<file path="config.mk">
export PLATFORM = sky130hd
export DESIGN_NAME = tcs34725_color_sampler
export DESIGN_NICKNAME = d
export VERILOG_FILES = /design/src/rtl/tcs34725_color_sampler.sv
export SDC_FILE = /design/constraint.sdc
export NUM_CORES = 1
export LEC_CHECK = 0
export ABC_AREA = 1
export CORE_ASPECT_RATIO = 0.5
export CORE_MARGIN = 2
export CORE_UTILIZATION = 48
export CTS_CLUSTER_SIZE = 8
export DETAILED_ROUTE_END_ITERATION = 7
export GPL_TIMING_DRIVEN = 1
export PLACE_DENSITY_LB_ADDON = 0.25
export RECOVER_POWER = 100
export SETUP_SLACK_MARGIN = 0.2
export SLEW_MARGIN = 20
export SYNTH_ARGS = -nofsm -noshare
export SYNTH_HDL_FRONTEND = slang
export SYNTH_SLANG_ARGS = --single-unit
</file>
<file path="constraint.sdc">
create_clock -name clk -period 1.8 [get_ports clk]
set_input_delay 0.45 -clock clk [delete_from_list [all_inputs] [get_ports clk]]
set_output_delay 0.45 -clock clk [all_outputs]
set_load 0.03 [all_outputs]
</file>
<file path="src/rtl/tcs34725_color_sampler.sv">
// Sequencer that reads the four TCS34725 colour channels through i2c_master_read2bytes,
// publishes them together with a one-cycle strobe and classifies the dominant colour.
module tcs34725_color_sampler #(
   parameter logic [6:0]  DEV_ADDR       = 7'h29,
   parameter logic [7:0]  CMD_PREFIX     = 8'hA0,
   parameter bit          SWAP_BYTES     = 1'b1,
   parameter int unsigned SAMPLE_PERIOD  = 5_000_000,
   parameter int unsigned TIMEOUT_CYCLES = 2_000_000,
   parameter logic [15:0] CLEAR_MIN      = 16'd64
) (
   input  logic        clk,
   input  logic        rst,
   input  logic        trigger,
   input  logic        auto_en,
   output logic        m_start,
   output logic [6:0]  m_dev_addr,
   output logic [7:0]  m_reg_addr,
   input  logic [15:0] m_data,
   input  logic        m_busy,
   input  logic        m_done,
   output logic [15:0] clear_o,
   output logic [15:0] red_o,
   output logic [15:0] green_o,
   output logic [15:0] blue_o,
   output logic        sample_valid,
   output logic [1:0]  color_id,
   output logic        busy,
   output logic        timeout_err
);

   localparam int PW = $clog2(SAMPLE_PERIOD + 1);
   localparam int WW = $clog2(TIMEOUT_CYCLES + 1);
   localparam logic [PW-1:0] PERIOD_LAST = PW'(SAMPLE_PERIOD - 1);
   localparam logic [WW-1:0] WD_LAST     = WW'(TIMEOUT_CYCLES - 1);

   typedef enum logic [2:0] {
      S_IDLE, S_ISSUE, S_WAIT_DONE, S_NEXT, S_PUBLISH, S_ABORT
   } state_t;

   state_t          state, next_state;
   logic [1:0]      idx;
   logic [1:0]      issue_idx;
   logic [7:0]      issue_base;
   logic [PW-1:0]   period_cnt;
   logic [WW-1:0]   wd_cnt;
   logic [15:0]     shadow [4];
   logic [15:0]     rx_word;

   // Dominant colour: a strict maximum among R/G/B, and only with enough light on clear.
   function automatic logic [1:0] classify(input logic [15:0] c, input logic [15:0] r,
                                           input logic [15:0] g, input logic [15:0] b);
      logic [1:0] id;
      id = 2'd0;
      if (c >= CLEAR_MIN) begin
         if (r > g && r > b)      id = 2'd1;
         else if (g > r && g > b) id = 2'd2;
         else if (b > r && b > g) id = 2'd3;
      end
      return id;
   endfunction

   assign m_dev_addr = DEV_ADDR;
   assign busy       = (state != S_IDLE);
   assign rx_word    = SWAP_BYTES ? {m_data[7:0], m_data[15:8]} : m_data;

   always_ff @(posedge clk or negedge rst) begin
      if (!rst) state <= S_IDLE;
      else      state <= next_state;
   end

   always_comb begin
      next_state = state;
      issue_idx  = (state == S_IDLE) ? 2'd0 : idx + 2'd1;
      issue_base = 8'h14 + {5'd0, issue_idx, 1'b0};
      case (state)
         S_IDLE:
            if (trigger || (auto_en && period_cnt == PERIOD_LAST)) next_state = S_ISSUE;
         S_ISSUE:
            if (!m_busy) next_state = S_WAIT_DONE;
         // A done arriving on the watchdog's last cycle still wins.
         S_WAIT_DONE:
            if (m_done)                  next_state = S_NEXT;
            else if (wd_cnt == WD_LAST)  next_state = S_ABORT;
         S_NEXT:
            next_state = (idx == 2'd3) ? S_PUBLISH : S_ISSUE;
         S_PUBLISH: next_state = S_IDLE;
         S_ABORT:   next_state = S_IDLE;
         default:   next_state = S_IDLE;
      endcase
   end

   always_ff @(posedge clk or negedge rst) begin
      if (!rst) begin
         m_start      <= 1'b0;
         timeout_err  <= 1'b0;
         sample_valid <= 1'b0;
         m_reg_addr   <= 8'h00;
         idx          <= 2'd0;
         wd_cnt       <= '0;
         clear_o      <= 16'd0;
         red_o        <= 16'd0;
         green_o      <= 16'd0;
         blue_o       <= 16'd0;
         color_id     <= 2'd0;
         for (int i = 0; i < 4; i++) shadow[i] <= 16'd0;
      end else begin
         m_start      <= (state == S_ISSUE) && (next_state == S_WAIT_DONE);
         timeout_err  <= (state == S_WAIT_DONE) && (next_state == S_ABORT);
         sample_valid <= (next_state == S_PUBLISH);

         if (state == S_IDLE && next_state == S_ISSUE)      idx <= 2'd0;
         else if (state == S_NEXT && next_state == S_ISSUE) idx <= idx + 2'd1;

         if (next_state == S_ISSUE && state != S_ISSUE) m_reg_addr <= CMD_PREFIX | issue_base;

         if (state == S_WAIT_DONE) wd_cnt <= wd_cnt + WW'(1);
         else                      wd_cnt <= '0;

         if (state == S_WAIT_DONE && m_done) shadow[idx] <= rx_word;

         // Publish on entry to PUBLISH so the strobe and all four channels line up.
         if (state == S_NEXT && next_state == S_PUBLISH) begin
            clear_o  <= shadow[0];
            red_o    <= shadow[1];
            green_o  <= shadow[2];
            blue_o   <= shadow[3];
            color_id <= classify(shadow[0], shadow[1], shadow[2], shadow[3]);
         end
      end
   end

   // Period timer restarts with each automatic or triggered sample and parks at its limit while busy.
   always_ff @(posedge clk or negedge rst) begin
      if (!rst)                                       period_cnt <= '0;
      else if (!auto_en)                              period_cnt <= '0;
      else if (state == S_IDLE && next_state == S_ISSUE) period_cnt <= '0;
      else if (period_cnt != PERIOD_LAST)             period_cnt <= period_cnt + PW'(1);
   end

endmodule

</file>
# Yosys cells after proc, flatten, opt, wreduce, memory -nomap -nowiden
# Index checks and enable logic that the tools add are counted.
[word_totals]
regBits = 190
in_bits = 22
out_inout_bits = 85
word_cells = 80
[classes]
n_addsub = 4
order_cmp = 9
eq_ne = 13
mux = 20
bitwise_logic = 1
n_reduce_logical = 16
[op_table]
columns = ["operator", "n"]
rows = [
  ["$gt 16x16->1", 6],
  ["$mux 23", 3],
  ["$bwmux 64", 1],
  ["$demux 16 s2", 1],
  ["$add 23x1->23 const B", 1],
  ["$eq 23x23->1 const B", 1],
  ["$ne 23x23->1 const B", 1],
  ["$add 21x1->21 const B", 1],
  ["$eq 21x21->1 const B", 1],
  ["$mux 21", 1],
  ["$ge 16x7->1 const B", 1],
  ["$mux 16", 1],
  ["$mux 3", 5],
  ["$mux 2", 7],
  ["$logic_and 1x1->1", 12],
  ["$pmux 3 s4", 1],
  ["$eq 3x2->1 const B", 3],
  ["$eq 3x1->1 const B", 2],
  ["$eq 3x3->1 const B", 2],
  ["$ne 3x1->1 const B", 2],
  ["$add 5x3->5 const A", 1],
  ["$ge 3x3->1 const B", 1],
  ["$logic_not 3->1", 1],
  ["$lt 3x1->1 const B", 1],
  ["6 further kinds", 6],
]

# Logic depth before layout (Yosys ltp)
[depth]
word_depth = 9
ltp_mapped = 16
mapped_depth_nobuf = 16

# Worst setup path after synthesis
# OpenSTA, ideal clock, no wires.
[synth_path]
kind = "register to register"
from = "register period_cnt[0]"
to = "register m_reg_addr[1]"
setup_time_ps = 119
arrival_time_ps = 1470
required_time_ps = 1681
slack_ps = 211
stages_incl_launch_ff = 10
n_path_buf = 1
period_less_slack_ps = 1589
path_cell_list = "dfrtp_1 ha_1 nand3_2 nor2_2 nand3_4 nand2_4 nand3_4 buf_6 nand3_1 nand2_1"
[synth_via]
elab_chain_cells = 7
[synth_rtl]
columns = ["item", "line_no", "source"]
rows = [
  ["start, declared", "44", "logic [PW-1:0] period_cnt;"],
  ["start signal, assigned", "137", "else if (period_cnt != PERIOD_LAST) period_cnt <= period_cnt + PW'(1);"],
  ["$eq 23x23->1", "77", "if (trigger || (auto_en && period_cnt == PERIOD_LAST)) next_state = S_ISSUE;"],
  ["$logic_and 1x1->1", "77", ""],
  ["$logic_or 1x1->1", "77", ""],
  ["$mux 3", "77", ""],
  ["$pmux 3 s4", "75", "case (state)"],
  ["$eq 3x1->1", "114", "if (next_state == S_ISSUE && state != S_ISSUE) m_reg_addr <= CMD_PREFIX | issue_base;"],
  ["$logic_and 1x1->1", "114", ""],
  ["end signal, assigned", "114", ""],
  ["end, declared", "17", "output logic [7:0] m_reg_addr,"],
]
# Every way passes these cells.
# A chain may end at the register's enable or synchronous reset.

# Worst setup path in the final report
[layout_path]
from = "register state[0]"
to = "register shadow[10] in the netlist's numbering"
[layout_via]
elab_chain_cells = 2
[layout_rtl]
columns = ["item", "line_no", "source"]
rows = [
  ["start, declared", "40", "state_t state, next_state;"],
  ["start signal, assigned", "68", "else state <= next_state;"],
  ["$eq 3x2->1", "119", "if (state == S_WAIT_DONE && m_done) shadow[idx] <= rx_word;"],
  ["$logic_and 1x1->1", "119", ""],
  ["end signal, assigned by index", "119", ""],
  ["end, declared", "46", "logic [15:0] shadow [4];"],
]
# Every way passes these cells.

==> impl_metrics.json <==
{
  "synthToLayoutAreaGrowth_pct": 31.9,
  "synth.top_cell.area_share_pct": 50.8,
  "fin_skew_ns": 0.0142,
  "die_h_um": 102,
  "vdd_drop_max_mv": 0.996,
  "grt_pass1_vias": 7643,
  "critical_path_class": "register to register",
  "grt_max_degree": 52,
  "power_density_nw_per_um2": 1410,
  "root_buffer": "clkbuf_16",
  "coreArea_um2": 18600,
  "synthCells": 1070,
  "cp-start-kind": "register",
  "syn_area_um2": 9160,
  "worst_setup_path_end_kind": "register",
  "r2r_start": "state[0]",
  "nFillCells": 1501,
  "htree_num_levels": 4,
  "hold_depth": 2,
  "ant_nets": 0,
  "drtIter0Drc": 606,
  "synthFlopType": "dfrtp_1",
  "hold_viol": 0,
  "crit_chain": "nor2_2 > buf_6 > nand2_1 > inv_1 > nand2_1 > clkinv_4 > nand2_4 > clkbuf_4 > nand2_1 > o21ai_0",
  "async_flop_share_pct": 100,
  "synth_top_area_cell": "dfrtp_1",
  "grt_pass1_wl_um": 39300,
  "max_slew_margin_pct": 37.5,
  "grt_usage_pct": 25.3,
  "synth.most_common_cell": "nand2_1",
  "cts_tree": "built",
  "synth_cell_types": 44,
  "drive_gt1_share_pct": 25.6,
  "vias": 8394,
  "cts.sinks": 186,
  "insertion_delay_ns": 0.45,
  "r2r_slack_ns": 0.05,
  "dr.pass1.iters": 5,
  "fin_tns_setup_ns": 0,
  "cts_max_path_buffers": 2,
  "max_freq_mhz": 571,
  "seqCellArea_um2": 4680,
  "dieArea_um2": 20300,
  "initial_utilization_pct": 49.3,
  "power_mw": 17.1,
  "multi_input_area_um2": 4530,
  "synth_edf_count": 0,
  "reg2reg_depth": 10,
  "numPortBuffers": 97,
  "hold_path.class": "register to register",
  "fin_nets": 1347,
  "cpMaxStageDelayCell": "dfrtp_1",
  "arrival_ns": 2.06,
  "setup-violations-final": 0,
  "slowest_delay_ns": 0.41,
  "antenna_found_initial": 0,
  "worst_pin_slew_ns": 0.937,
  "cp_top_family": "buffers and inverters",
  "worstHoldStart": "blue_o[12]",
  "fin_crit_ns": 1.75,
  "numCtsBuffers": 17,
  "whs_endpoint": "blue_o[12]",
  "clk_pin_slew_ns": 0.08,
  "timing.rr.end": "shadow[10]",
  "rsz0062_at_grt": "yes",
  "antennaDiodeCount": 0,
  "slew_viol_final": 0,
  "leakage_nw": 5.76,
  "layout_worst_path_cycle_share_pct": 97.3,
  "timing.critical_path.mode_cell": "nand2_1",
  "drc": 0,
  "cp.depth": 10,
  "post-dp-hpwl_um": 17500,
  "ys_seq_elements": 186,
  "yosysWarnings": 0,
  "std_cell_rows": 35,
  "wl_per_cell_um": 18.7,
  "drt-vias-per-instance": 5.44,
  "die_w_um": 199,
  "seq_area_frac_synth_pct": 50.8,
  "cap_viol_max_count": 0,
  "cp_max_fo": 16,
  "cp.required_ns": 2.11,
  "ys_top_cells_by_count": "nand2_1 (305), dfrtp_1 (186), inv_1 (126)",
  "place.gp.congestion": 0.895,
  "path_buf_inv": 4,
  "ios": 107,
  "syn_area_per_cell_um2": 8.56,
  "netlist_top_cells_area": "dfrtp_1 (51%), nand2_1 (12%), ha_1 (7.4%)",
  "status": "completed",
  "wl_um": 28800,
  "grt-ovfl-total": 0
}
## worst max-delay path by stage
stage | startpoint | to
after floorplan | period_cnt[0] | m_reg_addr[1]
after global placement | auto_en | period_cnt[21]
after detailed placement | auto_en | period_cnt[16]
after CTS | state[2] | busy
after global routing | shadow[3] | color_id[0]
final | state[0] | shadow[10]
## power by group
group	total [mW]	internal, mW	switching (mW)
registers	5.79	5.01	0.777
logic	7.29	2.79	4.50
clock network	4.00	2.14	1.86
## per-stage QoR
step	cell area, um2	cells	setup slack, ns	util, %	hold WS [ns]
final	12100	1543	0.0494	65.1	0.478
after global routing	12100	1543	-0.00436	65.1	0.507
after CTS	11800	1501	0.138	63.8	0.478
after detailed placement	10800	1445	-0.342	58.0	0.372
after global placement	10800	1445	-0.280	58.0	0.374
after floorplan	9190	1077	0.211	-	0.154
## cell families (layout without fill, tap and decap cells)
family                   count (synthesis)  in the layout  synth area share [%]
adder cells (fa/ha/maj)                 54             54                  7.38
AND/OR/NAND/NOR                        468            470                  22.4
buffers and inverters                  171            376                  7.77
other                                    2              9                0.0820
multiplexers                             1              1                 0.109
AO/OA/AOI/OAI                          173            173                  10.0
flip-flops                             186            186                  50.8
XOR/XNOR                                15             15                  1.43
## layout make-up
type                       count  area share [%]
timing repair buffer         212            11.6
clock buffer                  17            3.52
multi-input combinational    722            37.5
inverter                     132            4.21
sequential                   186            38.8
clock inverter                15            1.70
tap                          259            2.68
## worst min-delay path, delay by kind of cell (launching register included)
family / cells / cell delay [ns]
flip-flops: 1 / 0.35
AND/OR/NAND/NOR: 2 / 0.10
## cell usage in the layout (no fill, tap or decap), types with 13 or more instances in the layout
cell type | Yosys | final
a21oi_1 | 32 | 21
buf_4 | 11 | 83
clkbuf_1 | 13 | 80
clkbuf_16 | 0 | 17
clkdlybuf4s50_1 | 0 | 20
dfrtp_1 | 186 | 165
dfrtp_2 | 0 | 21
ha_1 | 54 | 29
ha_4 | 0 | 24
inv_1 | 126 | 93
inv_2 | 5 | 36
nand2_1 | 305 | 274
nand2_2 | 2 | 24
nand3_1 | 28 | 24
nand4_1 | 20 | 20
nor2_1 | 52 | 37
nor3_1 | 29 | 20
o21ai_0 | 125 | 116
xor2_1 | 13 | 13
## layer usage
layer	vias up	track usage (%)	wire, um
li1	3858	-	-
met1	4124	35.3	12700
met2	361	40.7	13300
met3	51	5.59	2270
met5	-	0	0
met4	0	5.81	593
## flip-flops by register name, summed over array words and instances, names as in the netlist, 2 cells and up
name        flops
color_id        2
state           3
shadow         64
m_reg_addr      4
period_cnt     23
red_o          16
wd_cnt         21
clear_o        16
green_o        16
idx             2
blue_o         16
## timing repair
action,4_1_cts,5_1_grt
gates resized for setup,329,209
endpoints found under the setup margin,111,155
endpoints found under the hold margin,22,0
hold buffers,1,0
buffers inserted,22,33
cloned,1,9
pin swaps,21,54
(Power assumes the default switching activity.)
